<file path="src/rtl/gpio_pkg.sv">
// gpio_pkg -- shared definitions for the GPIO peripheral.
//
// Holds the word-address map of the peripheral and the default data
// width, so the decoder, the read mux and any software-facing model
// agree on one set of numbers.
package gpio_pkg;

  // Default bus / port width.
  localparam int GPIO_WIDTH = 32;

  // Word addresses within the peripheral.
  localparam logic [1:0] GPIO_A_IN1  = 2'd0;  // read gpI1
  localparam logic [1:0] GPIO_A_IN2  = 2'd1;  // read gpI2
  localparam logic [1:0] GPIO_A_OUT1 = 2'd2;  // read/write gpO1
  localparam logic [1:0] GPIO_A_OUT2 = 2'd3;  // read/write gpO2

  // Read-source selector, encoded identically to the word address.
  typedef enum logic [1:0] {
    SEL_IN1  = 2'd0,
    SEL_IN2  = 2'd1,
    SEL_OUT1 = 2'd2,
    SEL_OUT2 = 2'd3
  } gpio_sel_e;

  // True when a bus write at address a targets a writable register.
  function automatic logic gpio_is_writable(input logic [1:0] a);
    return (a == GPIO_A_OUT1) || (a == GPIO_A_OUT2);
  endfunction

endpackage : gpio_pkg

</file>
<file path="src/rtl/dreg_en.sv">
// dreg_en -- enable-gated D register with synchronous active-high reset.
//
// Reusable library element. Reset has priority over the enable, so a
// write coinciding with reset is discarded and q clears.
//
// Ports:
//   clk  in              rising-edge clock
//   rst  in              synchronous active-high reset, q -> 0
//   en   in              load enable
//   d    in  [WIDTH-1:0] data in
//   q    out [WIDTH-1:0] registered data out
module dreg_en #(
  parameter int WIDTH = 32
) (
  input  logic             clk,
  input  logic             rst,
  input  logic             en,
  input  logic [WIDTH-1:0] d,
  output logic [WIDTH-1:0] q
);

  always_ff @(posedge clk) begin
    if (rst) begin
      q <= '0;
    end else if (en) begin
      q <= d;
    end
  end

endmodule : dreg_en

</file>
<file path="src/rtl/gpio_ad.sv">
// gpio_ad -- address decoder for the GPIO peripheral.
//
// Purely combinational. Qualifies the bus write enable by the word
// address so that only the addressed output register sees a write, and
// passes the address through as the read-mux select.
//
// Ports:
//   A      in  [1:0]  word address
//   WE     in         bus write enable
//   WE1    out        write strobe for output register 1 (address 2)
//   WE2    out        write strobe for output register 2 (address 3)
//   RdSel  out [1:0]  read-mux select
module gpio_ad
  import gpio_pkg::*;
(
  input  logic [1:0] A,
  input  logic       WE,
  output logic       WE1,
  output logic       WE2,
  output logic [1:0] RdSel
);

  // Writes to the input-port addresses produce no strobe at all, which
  // is what makes them silently ignored.
  always_comb begin
    WE1   = WE & (A == GPIO_A_OUT1);
    WE2   = WE & (A == GPIO_A_OUT2);
    RdSel = A;
  end

endmodule : gpio_ad

</file>
<file path="src/rtl/gpio_periph.sv">
// gpio_periph -- memory-mapped GPIO peripheral.
//
// Two unregistered input ports and two output registers on a 2-bit word
// address. Writes complete on the rising edge that ends the access
// cycle; reads are combinational and return the old register value in
// the same cycle as a write to it.
//
// Address map: 0 = gpI1 (RO), 1 = gpI2 (RO), 2 = gpO1 (RW), 3 = gpO2 (RW).
//
// Ports:
//   clk   in              system clock
//   rst   in              synchronous active-high reset (clears gpO1/gpO2)
//   A     in  [1:0]       word address
//   WE    in              write enable, qualified by A
//   WD    in  [WIDTH-1:0] write data
//   gpI1  in  [WIDTH-1:0] input port 1
//   gpI2  in  [WIDTH-1:0] input port 2
//   RD    out [WIDTH-1:0] read data (combinational)
//   gpO1  out [WIDTH-1:0] output register 1
//   gpO2  out [WIDTH-1:0] output register 2
module gpio_periph
  import gpio_pkg::*;
#(
  parameter int WIDTH = GPIO_WIDTH
) (
  input  logic             clk,
  input  logic             rst,
  input  logic [1:0]       A,
  input  logic             WE,
  input  logic [WIDTH-1:0] WD,
  input  logic [WIDTH-1:0] gpI1,
  input  logic [WIDTH-1:0] gpI2,
  output logic [WIDTH-1:0] RD,
  output logic [WIDTH-1:0] gpO1,
  output logic [WIDTH-1:0] gpO2
);

  logic       we1;
  logic       we2;
  logic [1:0] rdsel;

  gpio_ad u_ad (
    .A     (A),
    .WE    (WE),
    .WE1   (we1),
    .WE2   (we2),
    .RdSel (rdsel)
  );

  // Register stage: the only state in the block.
  dreg_en #(.WIDTH(WIDTH)) u_reg1 (
    .clk (clk),
    .rst (rst),
    .en  (we1),
    .d   (WD),
    .q   (gpO1)
  );

  dreg_en #(.WIDTH(WIDTH)) u_reg2 (
    .clk (clk),
    .rst (rst),
    .en  (we2),
    .d   (WD),
    .q   (gpO2)
  );

  // Read path: always drives the selected source, independent of WE.
  always_comb begin
    RD = '0;
    unique case (gpio_sel_e'(rdsel))
      SEL_IN1:  RD = gpI1;
      SEL_IN2:  RD = gpI2;
      SEL_OUT1: RD = gpO1;
      SEL_OUT2: RD = gpO2;
      default:  RD = '0;
    endcase
  end

endmodule : gpio_periph

</file>
<file path="config.mk">
export PLATFORM = sky130hd
export DESIGN_NAME = gpio_periph
export DESIGN_NICKNAME = d
export VERILOG_FILES = /design/src/rtl/gpio_pkg.sv /design/src/rtl/dreg_en.sv /design/src/rtl/gpio_ad.sv /design/src/rtl/gpio_periph.sv
export SDC_FILE = /design/constraint.sdc
export NUM_CORES = 1
export LEC_CHECK = 0
export ABC_AREA = 1
export BUFFER_PORTS_ARGS = -buffer_cell sky130_fd_sc_hd__buf_2
export CELL_PAD_IN_SITES_DETAIL_PLACEMENT = 1
export CELL_PAD_IN_SITES_GLOBAL_PLACEMENT = 2
export CORE_ASPECT_RATIO = 2
export CORE_UTILIZATION = 23
export CTS_CLUSTER_DIAMETER = 60
export CTS_CLUSTER_SIZE = 24
export DETAILED_ROUTE_END_ITERATION = 7
export PLACE_DENSITY_LB_ADDON = 0.1
export SLEW_MARGIN = 20
export SYNTH_ARGS = -nofsm -noshare
export SYNTH_HDL_FRONTEND = slang
export SYNTH_SLANG_ARGS = --single-unit
</file>
<file path="constraint.sdc">
create_clock -name clk -period 1.1 [get_ports clk]
set_input_delay 0 -clock clk [delete_from_list [all_inputs] [get_ports clk]]
set_output_delay 0 -clock clk [all_outputs]
set_load 0.02 [all_outputs]
</file>
Word-level counts from Yosys, hierarchy flattened
Index checks and enable logic that the tools add are counted.
{"block": "word_totals", "register_bits": 64, "out_inout_bits": 96}
{"block": "op_classes", "eq_ne": 3, "muxes": 1, "n_bitwise": 2, "n_reduce_logical": 1}
{"op": "$pmux W32 S4", "count": 1}
{"op": "$eq A2 B2 Y1 const B", "count": 2}
{"op": "$and A1 B1 Y1", "count": 2}
{"op": "$eq A2 B1 Y1 const B", "count": 1}
{"op": "$logic_not A2 Y1", "count": 1}

Longest topological paths before layout
{"block": "logic_depth", "ltp_word": 2, "mapped_depth": 6, "depth_no_buf": 5}

By module
From an unflattened synthesis, not the netlist that was laid out.
{"block": "hier_totals", "cells_unflattened": 598, "area_unflattened_um2": 3786.1}
{"module": "dreg_en", "instances": 2, "cells_per_inst": 203, "area_per_inst_um2": 1338.8, "seq_area_each_um2": 640.6}
{"module": "gpio_periph", "instances": 1, "cells_per_inst": 186, "area_per_inst_um2": 1078.5, "seq_area_each_um2": 0.0}
{"module": "gpio_ad", "instances": 1, "cells_per_inst": 6, "area_per_inst_um2": 30.0, "seq_area_each_um2": 0.0}

Worst setup path after synthesis
Ideal clock, no wire load.
{"block": "synth_timing", "kind": "reg-to-output", "start": "register u_reg1.q[10]", "end": "output port RD[10]", "t_arrival_ps": 759, "required_ps": 1100, "setup_slack_ps": 341, "stages_incl_launch_ff": 3, "path_buffers": 0, "path_cell_list": "dfxtp_1 -> nand3_1 -> nand4_1"}
{"block": "synth_via", "elab_chain_len": 1}
{"item": "from (decl)", "line": "dreg_en.sv:19", "source": "output logic [WIDTH-1:0] q"}
{"item": "from (signal assigned)", "line": "dreg_en.sv:24", "source": "q <= '0;"}
{"item": "from (signal assigned)", "line": "dreg_en.sv:26", "source": "q <= d;"}
{"item": "$pmux W32 S4", "line": "gpio_periph.sv:70", "source": "unique case (gpio_sel_e'(rdsel))"}
{"item": "to (decl)", "line": "gpio_periph.sv:33", "source": "output logic [WIDTH-1:0] RD,"}
No other way between the ends.

Worst setup path in the final report
{"block": "layout_timing", "start": "register u_reg1.q[9]", "end": "output port RD[9]"}
The elaborated chain is that of the path after synthesis.

==> results.toml <==
[sta]
setup_tns_ns = 0
relSlewSlack = 0.828
timing.hold.ws_ns = 0.00607
fin_crit_ns = 1.05
slew_violations = 0
worst_pin_slew_ns = 0.258
setup_slack_ns = 0.0513
clock.fmax_mhz = 954
setup_violations = 0
skew_ns = 0
rsz0062_at_grt = "no"
fin_crit_sh = 0.953
finalHoldViolCount = 0

[routing]
drcViolationCount = 0
drt_pass1_iterations = 4
via_count = 4516
antenna_left = 0
drt_iter0_markers = 84
avgRoutedWirePerCell_um = 14.0
vias_per_cell = 4.46
routed_wirelength_um = 14200

[clock_network]
cts_buffers = 9
clockBufferDepth = 2
htree_levels = 3
cts_root_buf = "clkbuf_16"
clk_pin_slew_ns = 0.06
cts_setup_buffers = 0
clock_latency_ns = 0.32
cts_tree = "yes"
clkSinkCount = 64

[setup_path]
cp.arrival_ns = 1.05
cp-start-kind = "flip-flop"
crit_chain = "nand3_1 > nand4_1 > buf_2"
cp-end-kind = "output pin"
critPathRequiredTime_ns = 1.10
crit_path_max_incr_delay_ns = 0.38
critPathKind = "reg2out"
crit_family = "flip-flops"
crit_fanout = 3
critPathBufInv = 1
critPathSlowestCell = "dfxtp_1"

[layout]
nets = 911
drive_gt1_frac = 0.314
nFillCells = 2045
antennaDiodeCount = 0
syn2layout_area_growth_pct = 55.6
finalCoreUtilization = 0.364

[logic_synthesis]
synth-xor-area-share = 0
synth_fa_ha_area_frac = 0
synth.top_cell.area_share = 0.360
synth-seq-cells = 64
syn_avg_cell_area_um2 = 6.03
synth_compound_area_frac = 0
synthCells = 591
syn_nets = 692
ys_seq_area_frac = 0.360
synthMuxAreaShare = 0
ys_types = 13
synth-simple-area-share = 0.506
synthesis.area_um2 = 3560
synth_warnings = 0
synth_area_leader_cell = "dfxtp_1"
synth_area_leaders = "dfxtp_1, nand2_1, nor2_1"
synth_top_family_by_area = "simple AND/OR/NAND/NOR gates"

[place]
numPortBuffers = 196
gp_congestion = 0.724
pre_cts_ws_ns = 0.134
post-dp-hpwl_um = 11100

[power]
internal_power_mw = 5.24
pwr-share-clk = 0.439
p_switching_mw = 2.09
p_leak_nw = 3.04
peakVddDrop_mv = 0.659
combPwrFrac = 0.212
seq_power_share = 0.349
cellPowerDensity_nw_per_um2 = 1320
swShare = 0.285

[grt]
groute.usage.overall = 0.179
grt_max_degree = 31
grt_overflow = 0
grt_pass1_wl_um = 22800
antenna_found_initial = 0
grt_pass1_vias = 4640

[job]
maxCapViolCount = 0

[floorplan]
ioPinCount = 197
core-area_um2 = 15200
die-area_um2 = 16000
die_h_um = 178
fp.dieW_um = 90.0
start_util = 0.234
rows = 64

[worst_hold_path]
holdCritPathClass = "in2reg"

[outcome]
status = "finished clean"
-- per-layer routing --
| layer | vias to the layer above | wire, um | track usage |
|---|---|---|---|
| met2 | 125 | 7680 | 0.353 |
| met3 | 11 | 545 | 0.0278 |
| met1 | 2107 | 5790 | 0.194 |
| li1 | 2273 | - | - |
| met4 | 0 | 204 | 0.0517 |
| met5 | - | 0 | 0 |
-- power by group through the flow --
stage               sequential (mW)  combinational (mW)  clock (mW)
finish                         2.56                1.56        3.22
global route                   2.57                1.72        3.41
CTS                            2.55                1.58        3.31
detailed placement             2.60                1.48           0
global placement               2.60                1.45           0
floorplan                      2.72               0.684           0
-- cells in the mapped netlist --
| library cell | instances |
|---|---|
| nand4_1 | 32 |
| inv_1 | 65 |
| buf_4 | 7 |
| dfxtp_1 | 64 |
| buf_1 | 3 |
| nor2_1 | 129 |
| nand3_4 | 2 |
| inv_2 | 2 |
| nand2_1 | 160 |
| nand3_1 | 96 |
| clkbuf_1 | 8 |
| buf_2 | 20 |
| buf_6 | 3 |
-- layout by cell type (no fill, tap or decap) --
master / instances
clkinvlp_4: 2
dfxtp_2: 18
buf_4: 13
dfxtp_1: 46
nand3_4: 2
bufinv_16: 2
buf_12: 10
inv_2: 2
nand4_1: 32
nor2_1: 128
clkbuf_16: 9
inv_1: 65
nor2_4: 1
nand3_1: 96
clkbuf_8: 3
dlygate4sd3_1: 32
nand2_1: 160
buf_2: 194
-- cell type report --
cell class | instances | area (um2) | area share
Sequential cell | 64 | 1300 | 0.235
Tap cell | 198 | 248 | 0.0447
Inverter | 67 | 251 | 0.0454
Clock inverter | 4 | 75.1 | 0.0135
Clock buffer | 12 | 267 | 0.0481
Multi-Input combinational cell | 419 | 1810 | 0.326
Timing Repair Buffer | 249 | 1590 | 0.287
-- cell families (layout without fill, tap and decap cells) --
family / after synthesis / after routing
and+or+nand+nor: 419 / 419
buffers and inverters: 108 / 332
DFF: 64 / 64
-- repair_timing --
item	4_1_cts	5_1_grt
setup endpoints to repair	0	16
hold buffers	32	0
gates resized for setup	0	20
hold endpoints to repair	64	0
-- final timing paths --
kind / from / endpoint / slack (ns) / depth (start not counted)
setup / recovery: u_reg1.q[9] / RD[9] / 0.05 / 3
hold / removal: rst / u_reg2.q[27] / 0.006 / 4
setup reg to reg: u_reg2.q[7] / u_reg2.q[7] / 0.42 / 4
hold reg to reg: u_reg2.q[4] / u_reg2.q[4] / 0.53 / 4
-- state kept, by name, indices dropped and copies added, names as in the netlist --
signal    flops
u_reg1.q     32
u_reg2.q     32
-- worst reg2reg max path: cells and delay by family, from the launching register on --
| kind | cells | cell delay [ns] |
|---|---|---|
| buffers and inverters | 1 | 0.06 |
| DFF | 1 | 0.37 |
| and+or+nand+nor | 3 | 0.20 |
-- stage by stage --
stage	cell area, um2	power, mW	instances
6_report	5540	7.33	1013
5_1_grt	5540	7.71	1013
4_1_cts	5510	7.44	1013
3_5_place_dp	4850	4.08	965
3_3_place_gp	4850	4.05	965
2_1_floorplan	3560	3.41	591
Power figures use the tool's default switching activity.
